===== config.mk =====
export PLATFORM = sky130hd
export DESIGN_NAME = data_mem_lsu_flat
export DESIGN_NICKNAME = d
export VERILOG_FILES = /design/src/rtl/data_mem_lsu_if.sv /design/src/rtl/data_mem_lsu.sv /design/src/flat_wrapper.sv
export SDC_FILE = /design/constraint.sdc
export NUM_CORES = 1
export LEC_CHECK = 0
export ABC_AREA = 1
export ABC_CLOCK_PERIOD_IN_PS = 4650
export CAP_MARGIN = 15
export CORE_MARGIN = 2
export CORE_UTILIZATION = 46
export DETAILED_ROUTE_END_ITERATION = 7
export GPL_TIMING_DRIVEN = 0
export PLACE_DENSITY = 0.86
export SYNTH_ARGS = -nofsm -noshare
export SYNTH_HDL_FRONTEND = slang
export SYNTH_SLANG_ARGS = --single-unit
export TNS_END_PERCENT = 50

===== constraint.sdc =====
create_clock -name Clk -period 4.65 [get_ports Clk]
set_clock_uncertainty 0.05 [all_clocks]
set_input_delay 0.6975 -clock Clk [delete_from_list [all_inputs] [get_ports Clk]]
set_output_delay 0.6975 -clock Clk [all_outputs]
set_load 0.01 [all_outputs]

===== src/rtl/data_mem_lsu_if.sv =====
// Memory-side bus of the load/store unit: single outstanding request,
// grant handshake, then a read-valid beat for loads.
interface data_mem_lsu_if;
  logic        Bus_Req;
  logic        Bus_We;
  logic [31:0] Bus_Addr;
  logic [3:0]  Bus_Be;
  logic [31:0] Bus_Wdata;
  logic        Bus_Gnt;
  logic        Bus_Rvalid;
  logic [31:0] Bus_Rdata;

  modport master (
    output Bus_Req,
    output Bus_We,
    output Bus_Addr,
    output Bus_Be,
    output Bus_Wdata,
    input  Bus_Gnt,
    input  Bus_Rvalid,
    input  Bus_Rdata
  );

  modport slave (
    input  Bus_Req,
    input  Bus_We,
    input  Bus_Addr,
    input  Bus_Be,
    input  Bus_Wdata,
    output Bus_Gnt,
    output Bus_Rvalid,
    output Bus_Rdata
  );
endinterface


===== src/rtl/data_mem_lsu.sv =====
// Load/store unit between the core pipeline and a word-wide data bus:
// alignment check, byte-enable/lane replication, grant/response wait with timeout.
module data_mem_lsu #(
  parameter int TIMEOUT = 64
) (
  input  logic               Clk,
  input  logic               Reset_N,
  input  logic               Mem_Req,
  input  logic               Mem_Write,
  input  logic [2:0]         Lw_Sw_OP,
  input  logic [31:0]        Addr,
  input  logic [31:0]        Store_Data,
  output logic               Stall,
  output logic               Done,
  output logic               Err,
  output logic [31:0]        Data_Mem_Read,
  output logic [1:0]         Byte_Loc,
  output logic [2:0]         Lw_Sw_OP_Out,
  data_mem_lsu_if.master     bus
);

  typedef enum logic [1:0] {
    IDLE   = 2'd0,
    REQ    = 2'd1,
    WAIT_R = 2'd2,
    DONE   = 2'd3
  } state_t;

  localparam logic [7:0] TIMEOUT_LAST = 8'(TIMEOUT - 1);

  state_t      state;
  state_t      next_state;
  logic [7:0]  wait_cnt;
  logic        err_q;
  logic        we_q;
  logic [31:0] addr_q;
  logic [3:0]  be_q;
  logic [31:0] wdata_q;

  logic        misaligned;
  logic [3:0]  be_next;
  logic [31:0] wdata_next;
  logic        timed_out;
  logic        capture;
  logic        bus_capture;
  logic        set_err;
  logic        cnt_clr;
  logic        load_rdata;

  // Undefined funct3 encodings fall through to the misaligned path so they never reach the bus.
  always_comb begin
    misaligned = 1'b1;
    case (Lw_Sw_OP)
      3'b000, 3'b100: misaligned = 1'b0;
      3'b001, 3'b101: misaligned = Addr[0];
      3'b010:         misaligned = |Addr[1:0];
      default:        misaligned = 1'b1;
    endcase
  end

  always_comb begin
    be_next    = 4'b1111;
    wdata_next = Store_Data;
    if (Mem_Write) begin
      case (Lw_Sw_OP[1:0])
        2'b00: begin
          be_next    = 4'b0001 << Addr[1:0];
          wdata_next = {4{Store_Data[7:0]}};
        end
        2'b01: begin
          be_next    = Addr[1] ? 4'b1100 : 4'b0011;
          wdata_next = {2{Store_Data[15:0]}};
        end
        default: begin
          be_next    = 4'b1111;
          wdata_next = Store_Data;
        end
      endcase
    end
  end

  assign timed_out = (wait_cnt == TIMEOUT_LAST);

  always_ff @(posedge Clk or negedge Reset_N) begin
    if (!Reset_N) begin
      state <= IDLE;
    end else begin
      state <= next_state;
    end
  end

  // A grant or response arriving in the same cycle as the timeout still completes normally.
  always_comb begin
    next_state  = state;
    capture     = 1'b0;
    bus_capture = 1'b0;
    set_err     = 1'b0;
    cnt_clr     = 1'b0;
    load_rdata  = 1'b0;
    case (state)
      IDLE: begin
        if (Mem_Req) begin
          capture = 1'b1;
          if (misaligned) begin
            set_err    = 1'b1;
            next_state = DONE;
          end else begin
            bus_capture = 1'b1;
            cnt_clr     = 1'b1;
            next_state  = REQ;
          end
        end
      end
      REQ: begin
        if (bus.Bus_Gnt) begin
          if (we_q) begin
            next_state = DONE;
          end else begin
            cnt_clr    = 1'b1;
            next_state = WAIT_R;
          end
        end else if (timed_out) begin
          set_err    = 1'b1;
          next_state = DONE;
        end
      end
      WAIT_R: begin
        if (bus.Bus_Rvalid) begin
          load_rdata = 1'b1;
          next_state = DONE;
        end else if (timed_out) begin
          set_err    = 1'b1;
          next_state = DONE;
        end
      end
      DONE: begin
        next_state = IDLE;
      end
      default: begin
        next_state = IDLE;
      end
    endcase
  end

  always_ff @(posedge Clk or negedge Reset_N) begin
    if (!Reset_N) begin
      wait_cnt <= 8'd0;
    end else if (cnt_clr) begin
      wait_cnt <= 8'd0;
    end else if (state == REQ || state == WAIT_R) begin
      wait_cnt <= wait_cnt + 8'd1;
    end
  end

  // Capture clears a stale error; a later timeout can still raise it before DONE.
  always_ff @(posedge Clk or negedge Reset_N) begin
    if (!Reset_N) begin
      err_q        <= 1'b0;
      Byte_Loc     <= 2'b00;
      Lw_Sw_OP_Out <= 3'b000;
    end else begin
      if (capture || set_err) begin
        err_q <= set_err;
      end
      if (capture) begin
        Byte_Loc     <= Addr[1:0];
        Lw_Sw_OP_Out <= Lw_Sw_OP;
      end
    end
  end

  always_ff @(posedge Clk or negedge Reset_N) begin
    if (!Reset_N) begin
      we_q    <= 1'b0;
      addr_q  <= 32'd0;
      be_q    <= 4'b0000;
      wdata_q <= 32'd0;
    end else if (bus_capture) begin
      we_q    <= Mem_Write;
      addr_q  <= {Addr[31:2], 2'b00};
      be_q    <= be_next;
      wdata_q <= wdata_next;
    end
  end

  always_ff @(posedge Clk or negedge Reset_N) begin
    if (!Reset_N) begin
      Data_Mem_Read <= 32'd0;
    end else if (load_rdata) begin
      Data_Mem_Read <= bus.Bus_Rdata;
    end
  end

  assign Stall         = Mem_Req && (state != DONE);
  assign Done          = (state == DONE);
  assign Err           = (state == DONE) && err_q;
  assign bus.Bus_Req   = (state == REQ);
  assign bus.Bus_We    = we_q;
  assign bus.Bus_Addr  = addr_q;
  assign bus.Bus_Be    = be_q;
  assign bus.Bus_Wdata = wdata_q;

endmodule


===== src/flat_wrapper.sv =====
// flat-port wrapper written by rule: the top's interface ports become plain ports
module data_mem_lsu_flat 
#(
  parameter int TIMEOUT = 64
)
  (Clk, Reset_N, Mem_Req, Mem_Write, Lw_Sw_OP, Addr, Store_Data, Stall, Done, Err, Data_Mem_Read, Byte_Loc, Lw_Sw_OP_Out, bus_Bus_Req, bus_Bus_We, bus_Bus_Addr, bus_Bus_Be, bus_Bus_Wdata, bus_Bus_Gnt, bus_Bus_Rvalid, bus_Bus_Rdata);
  data_mem_lsu_if bus_i ();
  input  logic Clk;
  input  logic Reset_N;
  input  logic Mem_Req;
  input  logic Mem_Write;
  input  logic [2:0] Lw_Sw_OP;
  input  logic [31:0] Addr;
  input  logic [31:0] Store_Data;
  output logic Stall;
  output logic Done;
  output logic Err;
  output logic [31:0] Data_Mem_Read;
  output logic [1:0] Byte_Loc;
  output logic [2:0] Lw_Sw_OP_Out;
  output wire logic [$bits(bus_i.Bus_Req)-1:0] bus_Bus_Req;
  output wire logic [$bits(bus_i.Bus_We)-1:0] bus_Bus_We;
  output wire logic [$bits(bus_i.Bus_Addr)-1:0] bus_Bus_Addr;
  output wire logic [$bits(bus_i.Bus_Be)-1:0] bus_Bus_Be;
  output wire logic [$bits(bus_i.Bus_Wdata)-1:0] bus_Bus_Wdata;
  input wire logic [$bits(bus_i.Bus_Gnt)-1:0] bus_Bus_Gnt;
  input wire logic [$bits(bus_i.Bus_Rvalid)-1:0] bus_Bus_Rvalid;
  input wire logic [$bits(bus_i.Bus_Rdata)-1:0] bus_Bus_Rdata;
  assign bus_Bus_Req = bus_i.Bus_Req;
  assign bus_Bus_We = bus_i.Bus_We;
  assign bus_Bus_Addr = bus_i.Bus_Addr;
  assign bus_Bus_Be = bus_i.Bus_Be;
  assign bus_Bus_Wdata = bus_i.Bus_Wdata;
  assign bus_i.Bus_Gnt = bus_Bus_Gnt;
  assign bus_i.Bus_Rvalid = bus_Bus_Rvalid;
  assign bus_i.Bus_Rdata = bus_Bus_Rdata;
  data_mem_lsu #(.TIMEOUT(TIMEOUT)) u_core (.Clk(Clk), .Reset_N(Reset_N), .Mem_Req(Mem_Req), .Mem_Write(Mem_Write), .Lw_Sw_OP(Lw_Sw_OP), .Addr(Addr), .Store_Data(Store_Data), .Stall(Stall), .Done(Done), .Err(Err), .Data_Mem_Read(Data_Mem_Read), .Byte_Loc(Byte_Loc), .Lw_Sw_OP_Out(Lw_Sw_OP_Out), .bus(bus_i));
endmodule

* Word-level counts from Yosys, hierarchy flattened
Cells that the tools add are included.
Operators by class: add/sub/neg operators 1, equality and inequality tests 11, muxes and demuxes 31, div/mod/pow operators 0, reductions and logical operators 11, order comparisons 0, bitwise gates (word level) 0, shift-type cells 1, multipliers 0
Operators with widths (number):
- one-hot mux 32 bit (2 select lines) | 1
- 2-to-1 mux 32 bit | 1
- 2-to-1 mux 8 bit | 2
- 2-to-1 mux 1 bit | 15
- 2-to-1 mux 2 bit | 5
- adder 8 x 1 -> 8 bit (second input constant) | 1
- equality test 8 x 6 -> 1 bit (second input constant) | 1
- 2-to-1 mux 4 bit | 2
- one-hot mux 2 bit (4 select lines) | 1
- one-hot mux 4 bit (2 select lines) | 1
- equality test 3 bit (second input constant) | 2
- one-hot mux 1 bit (3 select lines) | 2
- OR reduction 2 bit | 3
- equality test 2 x 1 -> 1 bit (second input constant) | 2
- equality test 2 bit (second input constant) | 2
- zero test 2 bit | 2
- != test 2 bit (second input constant) | 2
- << shifter 1 x 2 -> 4 bit (first input constant) | 1
- equality test 3 x 1 -> 1 bit (second input constant) | 1
- equality test 3 x 2 -> 1 bit (second input constant) | 1
- zero test 3 bit | 1
- logical AND 1 bit | 2
- logical OR 1 bit | 2
- one-hot mux 1 bit (2 select lines) | 1
- nonzero test 2 bit | 1
Word-level totals: output and inout port bits 110, bits in read-only memories 0, latch bits 0, input bits 105, flip-flop bits (word level) 115, RAM bits 0, memories kept 0, logic and storage cells 65

* Logic depth before layout (Yosys ltp)
Gate-level depths: netlist of run 1.
depth after elaboration 7, gate-level depth with buffers 10, depth with buffers taken out 9

* Worst setup path after synthesis of run 1
No wires, ideal clock.
path kind input to register, from input Lw_Sw_OP[0], to register u_core.wdata_q[30] (netlist: u_core.bus.Bus_Wdata[30]), library setup time 0.116 ns, stages 9, arrival time 1.459 ns, data required time 4.484 ns, path slack 3.025 ns, path buffers 2, cells stage by stage inv_2 -> nand2_2 -> nand2_1 -> nand3_4 -> inv_2 -> buf_6 -> buf_4 -> nand2_1 -> nand2_1
Between the ends: cells in the longest elaborated chain, start to end 6, elaborated cells between the ends (all ways) 15, classes of those cells eq/ne: 5; mux: 6; reduce/logical: 4
Ends and longest elaborated chain:
- from (decl) | RTL line flat_wrapper.sv:12 | input logic [2:0] Lw_Sw_OP;
- equality test 3 x 1 -> 1 bit, or another cell as far along | RTL line data_mem_lsu.sv:53 | case (Lw_Sw_OP)
- OR reduction 2 bit | RTL line data_mem_lsu.sv:53
- one-hot mux 1 bit (3 select lines) | RTL line data_mem_lsu.sv:53
- 2-to-1 mux 1 bit | RTL line data_mem_lsu.sv:104 | if (misaligned) begin
- 2-to-1 mux 1 bit | RTL line data_mem_lsu.sv:102 | if (Mem_Req) begin
- 2-to-1 mux 1 bit | RTL line data_mem_lsu.sv:100 | case (state)
- to (signal assigned) | RTL line data_mem_lsu.sv:182 | wdata_q <= wdata_next;
- to (decl) | RTL line data_mem_lsu.sv:38 | logic [31:0] wdata_q;
Several ways; a longest one is shown, not always the timed one. A chain may end at the register's enable or synchronous reset.

* Worst setup path after layout of run 1
from input Mem_Req, to output Stall
Between the ends: cells in the longest elaborated chain, start to end 1
Ends and longest elaborated chain:
- from (decl) | RTL line flat_wrapper.sv:10 | input logic Mem_Req;
- logical AND 1 bit | RTL line data_mem_lsu.sv:194 | assign Stall = Mem_Req && (state != DONE);
- to (decl) | RTL line flat_wrapper.sv:15 | output logic Stall;
No other way between the ends.

==> results.md, run 1 <==
- Min Hold Slack: 177 ps
- Gate count after technology mapping: 564
- Critical Path AT: 1970 ps
- Initial antenna violation count: 0
- First-pass iteration count of the detailed router: 4
- Slew Limit Fails: 0
- Place WS: 1960 ps
- Flops & latches, synth: 115
- Simple-gate share of the synthesized area: 23.8%
- Compound-Gate Fraction of Synth Area: 4.09%
- Area share of the leading cell type in the synthesized netlist: 57.0%
- Min Tclk post-route: 2720 ps
- Layout cells sized above 1: 12.2%
- Vias in the first global route: 4,842
- Core Rows: 38
- Clk buf depth: 2
- CP max-delay cell: clkdlybuf4s50_1
- Iter 0 DRT Violations: 221
- Commonest non-fill, non-tap cells in the layout: nand2_1 (259), clkdlybuf4s50_1 (210), dfrtp_1 (115)
- FMAX: 368 MHz
- Most used cell, CP: clkdlybuf4s50_1
- Switch share: 32.8%
- CTS HTree Levels: 4
- Largest family of logic cells by synthesized area: simple AND/OR/NAND/NOR gates
- Tot GR Track Use: 25.2%
- Fillers: 771
- Congestion Overflow GR: 0
- Pwr per Cell Area: 636 mW/mm^2
- Clock tree sinks: 115
- Post-synthesis xor/xnor area fraction: 0.867%
- Clock-pin transition on the worst setup and hold timing paths: 50 ps
- Worst-path cell chain: clkdlybuf4s50_1, inv_1, nor2_1, clkdlybuf4s50_1
- DP HPWL: 10.8 mm
- Root buf cell: clkbuf_8
- CP Launch Type: input port
- Global-route wire length before repair: 23.1 mm
- Top cells by area, synth: dfrtp_1 (57%), nand2_1 (19%), mux2_2 (7.1%)
- Clock share of power: 23.4%
- Post-CTS Setup Bufs: 0
- # IOs: 215
- Pin count of the biggest net entering global routing: 65
- Portion of total power attributed to sequential cells: 35.0%
- Bufs and invs on worst path: 3
- Biggest area consumer among synthesized cells: dfrtp_1
- Post-synthesis mux area share: 7.14%
- Critical path class: in -> out
- Critical Path RT: 3900 ps
- DP Cell Count: 917
- Post-synthesis sequential area ratio: 57.0%
- Vias: 4,680
- Setup ws final: 1930 ps
- Port buffer count: 211
- Hold_buf cts: 0
- Wire per inst: 15.2 um
- Synth Warn #: 0
- Max incr delay on CP: 550 ps
- Vias/cell: 4.93
- Switch Pwr: 1.65 mW
- Max-cap viol count: 0
- Initial Util: 46.8%
- CTS buffer count: 17
- CTS tree: yes
- Final Non-Filler Cells: 949
- Skew-Pair Late Insertion Delay: 500 ps
- Worst Setup End Kind: primary output
- Core box area: 0.0108 mm^2
- Worst vdd ir: 425 uV
- Maximum fanout along the worst path: 4
- Synthesized area: 0.00505 mm^2
- Die area: 0.0118 mm^2
- WL final: 14.4 mm
- Largest delay share family, worst path: buffers and inverters
- Logic pwr share: 41.7%
- Remaining DRCs: 0
- Syn avg cell area: 8.95 um^2
- Outcome: finished, final reports clean
- Cts repair resizes: 0
- Final worst path period share: 58.5%
- Final ANT Viol Nets: 0
- Final setup viols: 0
- Synth-to-layout area growth: 56.6%
- GP Congestion: 0.850
- Number of antenna diodes: 0
- Synth unique cells: 21
- Max-slew headroom: 55.6%
- Slew @ Worst Pin: 666 ps
- Die Width: 109 um
- Commonest non-fill, non-tap cell in the layout: nand2_1
- Final nets: 906
- RSZ-0062 raised after global routing: no
- Int Pwr: 3.38 mW
- Synth Area in Adders: 1.24%
- Static Leakage: 3.81 nW
- Min-Delay Path Class: in -> async
- Fin. Hold Viols: 0
- DIE HEIGHT: 109 um
worst register-to-register path, delay by kind of cell, from the launching register on:
family                     cells  cell delay, ps
adders and majority gates      1             250
DFF                            1             410
and+or+nand+nor                1             200
buffers and inverters          2             420
muxes                          1             390
registers in the layout (all words and copies together) (netlist names), 2 cells and up:
register,count
u_core.Data_Mem_Read,32
u_core.Lw_Sw_OP_Out,3
u_core.bus.Bus_Addr,30
u_core.bus.Bus_Be,4
u_core.state,2
u_core.wait_cnt,8
u_core.Byte_Loc,2
u_core.bus.Bus_Wdata,32
path summary, 6_finish.rpt:
check,startpoint,endpoint,slack [ps],depth (start not counted)
worst min-delay path,Reset_N,u_core.Data_Mem_Read[11],180,1
worst max-delay path,Mem_Req,Stall,1930,4
min in group Clk,u_core.bus.Bus_Wdata[12],u_core.bus.Bus_Wdata[12],430,2
worst min register to register,u_core.bus.Bus_Wdata[12],u_core.bus.Bus_Wdata[12],430,2
max in group asynchronous,Reset_N,u_core.bus.Bus_Wdata[8],3620,2
worst max register to register,u_core.state[0],u_core.Data_Mem_Read[25],2800,5
synth_stat cells, drive strengths merged:
cell,n
nor2,26
o22ai,1
mux2,32
a21oi,5
xnor2,2
buf,25
inv,30
nor3,3
ha,5
conb,1
nand2,262
xor2,3
nand3,17
clkbuf,2
dfrtp,115
o21ai,35
layer usage:
layer	vias up	GRT usage (%)	wire length [um]
met5	-	0	0
met1	2218	30.5	5730
met3	19	8.07	1380
met2	219	42.5	7030
li1	2224	-	-
met4	0	9.07	246
power groups by stage:
| stage | registers [mW] | clock network (mW) | logic, mW |
|---|---|---|---|
| floorplan | 1.93 | 0 | 0.688 |
| global placement | 1.73 | 0 | 2.05 |
| detailed placement | 1.76 | 0 | 2.11 |
| CTS | 1.76 | 1.19 | 2.12 |
| global route | 1.81 | 1.25 | 2.29 |
| finish | 1.76 | 1.17 | 2.10 |
final cells by class:
cell class	instances	area [um^2]	area share, %
multi-input cells	393	1880	23.8
inverters	30	113	1.42
repair buffers	212	2140	27.0
well taps	140	175	2.22
clock buffers	19	432	5.46
flip-flops and latches	115	2880	36.4
clock inverters	13	111	1.41
plain buffers	27	180	2.28
through the flow:
step | cell area, um^2 | utilization, % | TNS [ps] | total power [mW]
2_1_floorplan | 5050 | - | 0 | 2.62
3_3_place_gp | 7340 | 68.0 | -159940 | 3.78
3_5_place_dp | 7360 | 68.2 | 0 | 3.87
4_1_cts | 7910 | 73.3 | 0 | 5.07
5_1_grt | 7910 | 73.3 | 0 | 5.35
6_report | 7910 | 73.3 | 0 | 5.03
kinds of logic after synthesis:
| logic type | after synthesis |
|---|---|
| multiplexers | 32 |
| flip-flops | 115 |
| AND/OR/NAND/NOR | 308 |
| other | 1 |
| buffers and inverters | 57 |
| XOR/XNOR | 5 |
| adder cells (fa/ha/maj) | 5 |
| AO/OA/AOI/OAI | 41 |
(Power assumes the default switching activity.)
==> inputs of run 2 (changes only) <==
--- a/config.mk
+++ b/config.mk
@@ -6,13 +6,13 @@
 export NUM_CORES = 1
 export LEC_CHECK = 0
 export ABC_AREA = 1
-export ABC_CLOCK_PERIOD_IN_PS = 4650
+export ABC_CLOCK_PERIOD_IN_PS = 2300
 export CAP_MARGIN = 15
 export CORE_MARGIN = 2
-export CORE_UTILIZATION = 46
+export CORE_UTILIZATION = 39
 export DETAILED_ROUTE_END_ITERATION = 7
 export GPL_TIMING_DRIVEN = 0
-export PLACE_DENSITY = 0.86
+export PLACE_DENSITY = 0.78
 export SYNTH_ARGS = -nofsm -noshare
 export SYNTH_HDL_FRONTEND = slang
 export SYNTH_SLANG_ARGS = --single-unit
==> constraint.sdc (replaced) <==
create_clock -name Clk -period 2.3 [get_ports Clk]
set_clock_uncertainty 0.05 [all_clocks]
set_input_delay 0.345 -clock Clk [delete_from_list [all_inputs] [get_ports Clk]]
set_output_delay 0.345 -clock Clk [all_outputs]
set_load 0.01 [all_outputs]
==> results.md, run 2 (same netlist as run 1, synthesis figures left out) <==
- Final Non-Filler Cells: 981 (+3.4%)
- Critical Path AT: 1750 ps (-220 ps)
- Max-cap viol count: 0 (unchanged)
- Cts repair resizes: 0 (unchanged)
- DP HPWL: 10.9 mm (+0.38%)
- Final setup viols: 0 (unchanged)
- Post-placement cell area: 0.00740 mm^2 (+0.54%)
- DP Cell Count: 949 (+3.5%)
- Congestion Overflow GR: 0 (unchanged)
- Fin area: 0.00809 mm^2 (+2.3%)
- Switch share: 30.4% (-2.3 points)
- Critical path class: reg -> out
- Wire per inst: 14.8 um (-2.5%)
- CTS buffer count: 17 (unchanged)
- Final setup TNS: 0 ps (unchanged)
- Vias/cell: 4.69 (-4.9%)
- GP Congestion: 0.834 (-1.9%)
- Core box area: 0.0126 mm^2 (+17%)
- # IOs: 215 (unchanged)
- Remaining DRCs: 0 (unchanged)
- Global-route wire length before repair: 24.1 mm (+4.0%)
- Die Width: 118 um (+8.3%)
- Worst hold start: Mem_Write
- R2R depth: 10 (+5)
- Vias: 4,602 (-1.7%)
- Critical Path RT: 1900 ps (-2000 ps)
- Initial antenna violation count: 0 (unchanged)
- Critical R2R Launch: u_core.state[0]
- Iter 0 DRT Violations: 181 (-18%)
- Hold_buf cts: 1 (+1)
- Fin. Hold Viols: 0 (unchanged)
- Portion of total power attributed to sequential cells: 32.9% (-2.1 points)
- First-pass iteration count of the detailed router: 5 (+1)
- Slew Limit Fails: 0 (unchanged)
- Worst R2R Setup Slack: 470 ps (-2330 ps)
- Core Rows: 41 (+7.9%)
- Total power draw: 10.7 mW (+110%)
- FF-to-FF End: u_core.bus.Bus_Wdata[31]
- Maximum fanout along the worst path: 4 (unchanged)
- Synth-to-layout area growth: 60.3%
- Layout cells sized above 1: 12.2% (unchanged)
- Logic pwr share: 39.4% (-2.3 points)
- WL final: 14.5 mm (+0.74%)
- Pin count of the biggest net entering global routing: 60 (-7.7%)
- Initial Util: 40.0% (-6.8 points)
- FMAX: 466 MHz
- Util after Layout: 64.1% (-9.1 points)
- Clock tree sinks: 115 (unchanged)
- Int Pwr: 7.47 mW (+120%)
- Fillers: 1,048 (+36%)
- Skew-Pair Late Insertion Delay: 410 ps (-90 ps)
- Vias in the first global route: 4,807 (-0.72%)
- Worst Setup End Kind: primary output
- Max-slew headroom: 49.7% (-5.9 points)
- Number of antenna diodes: 0 (unchanged)
- Sequential cell area: 0.00288 mm^2 (unchanged)
- Tot GR Track Use: 22.0% (-3.2 points)
- Final nets: 907 (+0.11%)
- Commonest non-fill, non-tap cells in the layout: nand2_1 (259), clkdlybuf4s50_1 (210), dfrtp_1 (115)
- Port buffer count: 211 (unchanged)
- Outcome: finished, final reports clean
- Switch Pwr: 3.27 mW (+98%)
- Clock-pin transition on the worst setup and hold timing paths: 50 ps (about the same)
- Static Leakage: 3.89 nW (+2.2%)
- Worst Setup SP: u_core.state[1]
- Worst vdd ir: 819 uV (+93%)
- Clk buf depth: 2 (unchanged)
- CP Launch Type: flop
- Slew @ Worst Pin: 755 ps (+88.8 ps)
- RSZ-0062 raised after global routing: no
- CTS HTree Levels: 4 (unchanged)
- DIE HEIGHT: 118 um (+8.3%)
- Footprint of the multi-input gates: 0.00188 mm^2 (unchanged)
- Hold endpoint: u_core.bus.Bus_We
- Cell count of the worst hold path: 3
- Final worst path period share: 93.3%
- Final ANT Viol Nets: 0 (unchanged)
- Post-CTS Setup Bufs: 0 (unchanged)
- Min Tclk post-route: 2150 ps
- CTS tree: yes
- Pwr per Cell Area: 1330 mW/mm^2 (+110%)
- Root buf cell: clkbuf_16
- Clock share of power: 27.7% (+4.3 points)
- Commonest non-fill, non-tap cell in the layout: nand2_1
- Min-Delay Path Class: in -> reg
- Die area: 0.0139 mm^2 (+17%)
-- run 2: power by group through the flow --
| stage | sequential, mW | combinational (mW) | clock [mW] |
|---|---|---|---|
| final | 3.53 | 4.23 | 2.98 |
| after global routing | 3.64 | 4.60 | 3.14 |
| after CTS | 3.53 | 4.28 | 3.03 |
| after detailed placement | 3.54 | 4.25 | 0 |
| after global placement | 3.49 | 4.15 | 0 |
| after floorplan | 3.90 | 1.39 | 0 |
-- run 2: final cells by class --
class / instances / share of cell area (%)
flip-flops and latches: 115 / 35.6
repair buffers: 213 / 26.5
inverters: 30 / 1.39
clock inverters: 8 / 2.10
multi-input cells: 393 / 23.3
clock buffers: 23 / 6.28
well taps: 172 / 2.66
plain buffers: 27 / 2.23
-- run 2: worst max path at each step --
stage	endpoint	depth (start not counted)
after floorplan	u_core.Data_Mem_Read[10]	5
after global placement	u_core.bus.Bus_Addr[11]	1
after detailed placement	u_core.bus.Bus_Wdata[31]	10
after CTS	bus_Bus_Req	3
after global routing	bus_Bus_Req	3
final	bus_Bus_Req	3
-- run 2: metal layers --
metal / vias to the layer above / global-route usage [%] / wire (um)
met5: - / 0 / 0
met4: 0 / 8.58 / 299
met3: 27 / 8.53 / 1370
met2: 196 / 35.9 / 6860
met1: 2155 / 26.2 / 5980
li1: 2224 / - / -
-- run 2: stage by stage --
step                setup WS, ps  hold slack (ps)
finish                       153              291
CTS                          117              267
floorplan                    753           -0.591
detailed placement           237              405
global placement           -3450              411
global route                51.5              311
-- run 2: worst max-delay path: stages (launching register included) --
cell             delay (ps)
dfrtp_1                 400
inv_1                   120
ha_1                    230
clkdlybuf4s50_1         590
==> RTL edit 1, RTL diff (settings of run 1) <==
The 4 states of `state_t` get a Gray code encoding in 2 bits.
--- a/src/rtl/data_mem_lsu.sv
+++ b/src/rtl/data_mem_lsu.sv
@@ -20,10 +20,10 @@
 );
 
   typedef enum logic [1:0] {
-    IDLE   = 2'd0,
-    REQ    = 2'd1,
-    WAIT_R = 2'd2,
-    DONE   = 2'd3
+    IDLE   = 2'b00,
+    REQ    = 2'b01,
+    WAIT_R = 2'b11,
+    DONE   = 2'b10
   } state_t;
 
   localparam logic [7:0] TIMEOUT_LAST = 8'(TIMEOUT - 1);
Formal check against the unedited RTL: same outputs for any inputs over 10 cycles, from zero or initial values and one cycle with Reset_N low; not proved beyond that.
==> RTL edit 1 against run 1 <==
- register-to-register slack improved by 120 ps
- power hardly changed
- sequential power hardly changed
- sequential cell count unchanged
- worst setup slack improved by 20 ps
- routed wire length increased by 5.2%
- non-clock buffer count is the same
- design area fell by 0.84%
- critical path depth did not move
- area after synthesis is 1.4% lower
==> RTL edit 1: results <==
set metrics [dict create \
    r2r_setup_slack_ps 2920 \
    post-place-ws_ps 1940 \
    use_met1 0.305 \
    reg2reg_from "u_core.state[1]$_DFFE_PN0P_" \
    synth_mux_area_frac 0.0724 \
    fillers 716 \
    wl_met2_mm 7.71 \
    seq_area_frac_synth 0.578 \
    p_int_uw 3410 \
    wire_per_inst_um 16.0 \
    dr.pass1.iters 5 \
    hpwl_mm 11.2 \
    crit_arrival_ps 1950 \
    grt_max_degree 70 \
    track_usage 0.270 \
    synth.top_cells.by_count "nand2_1, dfrtp_1, mux2_2" \
    multi_input_area_um2 1870 \
    synthAdderAreaFrac 0.00251 \
    grt_pass1_vias 4991 \
    gp_congestion 0.889 \
    seq_cells 115 \
    wl_met1_mm 5.58 \
    grt_pass1_wl_mm 24.4 \
    cts_root_buf "clkbuf_8" \
    yosys-top-cells-area "dfrtp_1, nand2_1, mux2_2" \
    sh_seq_area 0.367 \
    synth_compound_area_frac 0.0277 \
    grt_util_met3 0.0868 \
    p_clk_frac 0.237 \
    rr_worst_depth 8 \
    clock_buffer_count 25 \
    drt_iter0_markers 246 \
    clk_share 0.0694 \
    path_max_fanout 2 \
    grt_use_met2 0.472 \
    powerDensity_nw_per_um2 641 \
    relSlewSlack 0.409 \
    drive_gt1_frac 0.102 \
    multi_input_cells 401 \
    ys_types 25 \
    status "finished clean" \
    final_cells 947 \
    r2r_end "u_core.bus.Bus_Addr[14]$_DFFE_PN0P_" \
    nNonClkInverters 26 \
    p_switching_uw 1620 \
    leakage_uw 0.00385 \
    vias 4754 \
    num_tap_cells 136 \
]
RTL edit 1: cell types whose count changed after synthesis, sizes merged:
cell,before,now
or2,0,1
buf,25,17
o22ai,1,0
nor3,3,1
ha,5,1
xnor2,2,1
o21ai,35,23
a21oi,5,3
nor2,26,31
o211ai,0,1
inv,30,26
nand2,262,285
clkbuf,2,9
RTL edit 1: worst max-delay path by stage:
stage | startpoint | end | slack, ps | cells past startpoint
after floorplan | Mem_Req | Stall | 2930 | 2
after global placement | Reset_N | u_core.wait_cnt[0]$_DFFE_PN0P_ | -1380 | 1
after detailed placement | Mem_Req | Stall | 1940 | 4
after CTS | u_core.state[0]$_DFFE_PN0P_ | bus_Bus_Req | 1920 | 4
after global routing | u_core.state[0]$_DFFE_PN0P_ | bus_Bus_Req | 1820 | 4
final | Mem_Req | Stall | 1950 | 4
RTL edit 1: worst max-delay path, cell delays in order:
cell	delay, ps
clkdlybuf4s50_1	480
inv_1	100
nor2_1	120
clkdlybuf4s50_1	550
==> RTL edit 2, RTL diff (config.mk and constraints of run 1) <==
Without the edit above. `TIMEOUT` is set to 64 in 2 places; all go to 32.
--- a/src/rtl/data_mem_lsu.sv
+++ b/src/rtl/data_mem_lsu.sv
@@ -1,7 +1,7 @@
 // Load/store unit between the core pipeline and a word-wide data bus:
 // alignment check, byte-enable/lane replication, grant/response wait with timeout.
 module data_mem_lsu #(
-  parameter int TIMEOUT = 64
+  parameter int TIMEOUT = 32
 ) (
   input  logic               Clk,
   input  logic               Reset_N,
--- a/src/flat_wrapper.sv
+++ b/src/flat_wrapper.sv
@@ -1,7 +1,7 @@
 // flat-port wrapper written by rule: the top's interface ports become plain ports
 module data_mem_lsu_flat 
 #(
-  parameter int TIMEOUT = 64
+  parameter int TIMEOUT = 32
 )
   (Clk, Reset_N, Mem_Req, Mem_Write, Lw_Sw_OP, Addr, Store_Data, Stall, Done, Err, Data_Mem_Read, Byte_Loc, Lw_Sw_OP_Out, bus_Bus_Req, bus_Bus_We, bus_Bus_Addr, bus_Bus_Be, bus_Bus_Wdata, bus_Bus_Gnt, bus_Bus_Rvalid, bus_Bus_Rdata);
   data_mem_lsu_if bus_i ();
Check against the original RTL: same outputs for any inputs over 10 cycles, from zero or initial values and one cycle with Reset_N low; that may be too few to reach the edited logic, so the function may still have changed.
==> RTL edit 2 against run 1 <==
- clock power increased by 19%
- largest cell class unchanged
- cell count shrank 0.53%
- power is 5.0% higher
- first-iteration DRC count is 25% higher
- area after synthesis decreased by 0.59%
- sequential cell count unchanged
- critical path type unchanged
- routed wire length grew 6.5%
- largest power group unchanged
- worst setup slack got worse by 11 ps
- synthesized cell count decreased by 0.89%
- sequential share of layout area down 0.35 points
- design area increased by 0.97%
==> RTL edit 2: results <==
set metrics [dict create \
    synth.top_cells.by_count "nand2_1, dfrtp_1, o21ai_0" \
    grt_max_degree 77 \
    status "finished clean" \
    syn_inst 559 \
    r2r_end "u_core.bus.Bus_Addr[12]$_DFFE_PN0P_" \
    grt_use_met2 0.468 \
    crit_family "buffers and inverters" \
    wl_met1_mm 5.85 \
    clock_latency_ps 520 \
    yosys-top-cells-area "dfrtp_1, nand2_1, mux2_2" \
    r2r_setup_slack_ps 2790 \
    cpPeakStageDelay_ps 560 \
    post-cts-setup-buffers 0 \
    grt_pass1_vias 4821 \
    rr_worst_depth 10 \
    ys_types 25 \
    via_per_inst 4.99 \
    layout_min_cycle_time_ps 2730 \
    wl_met2_mm 7.89 \
    place_area_um2 7350 \
    grt_util_met3 0.0832 \
    drt_iter0_markers 277 \
    leakage_uw 0.00386 \
    use_met1 0.293 \
    hpwl_mm 11.1 \
    fillers 712 \
    wire_per_inst_um 16.2 \
    gp_congestion 0.843 \
    hold_slack_ps 146 \
    track_usage 0.262 \
    drive_gt1_frac 0.123 \
    post-place-ws_ps 1920 \
    ir_drop_v 0.000343 \
    path_max_fanout 4 \
    wirelength_mm 15.3 \
    final_nets 902 \
    swShare 0.315 \
    dr.pass1.iters 5 \
    crit_arrival_ps 1980 \
    dpl.cell_count 913 \
    wl_met3_mm 1.39 \
    multi_input_area_um2 1880 \
    seq_area_frac_synth 0.573 \
]
-- RTL edit 2: power by group through the flow --
stage / Sequential, µW / Combinational, µW / Clock, µW
2_1_floorplan: 1930 / 683 / 0
3_3_place_gp: 1720 / 2040 / 0
3_5_place_dp: 1760 / 2120 / 0
4_1_cts: 1760 / 2150 / 1400
5_1_grt: 1810 / 2300 / 1450
6_report: 1760 / 2120 / 1390
-- RTL edit 2: logic make-up (layout without fill, tap and decap cells) --
group	Yosys count	in the layout	share of synthesized area
muxes	33	33	0.0738
other	1	2	0.000747
AOI/OAI and AO/OA	40	40	0.0409
DFF	115	115	0.573
adders and majority gates	5	5	0.0125
xor gates and xnor gates	3	3	0.00524
and+or+nand+nor	306	306	0.240
buffers and inverters	56	300	0.0536
-- RTL edit 2: final cells by class --
class,count,share of cell area
Tap cell,140,0.0219
Multi-Input combinational cell,389,0.235
Clock inverter,10,0.0226
Clock buffer,21,0.0563
Sequential cell,115,0.360
Buffer,26,0.0196
Timing Repair Buffer,213,0.270
Inverter,30,0.0141
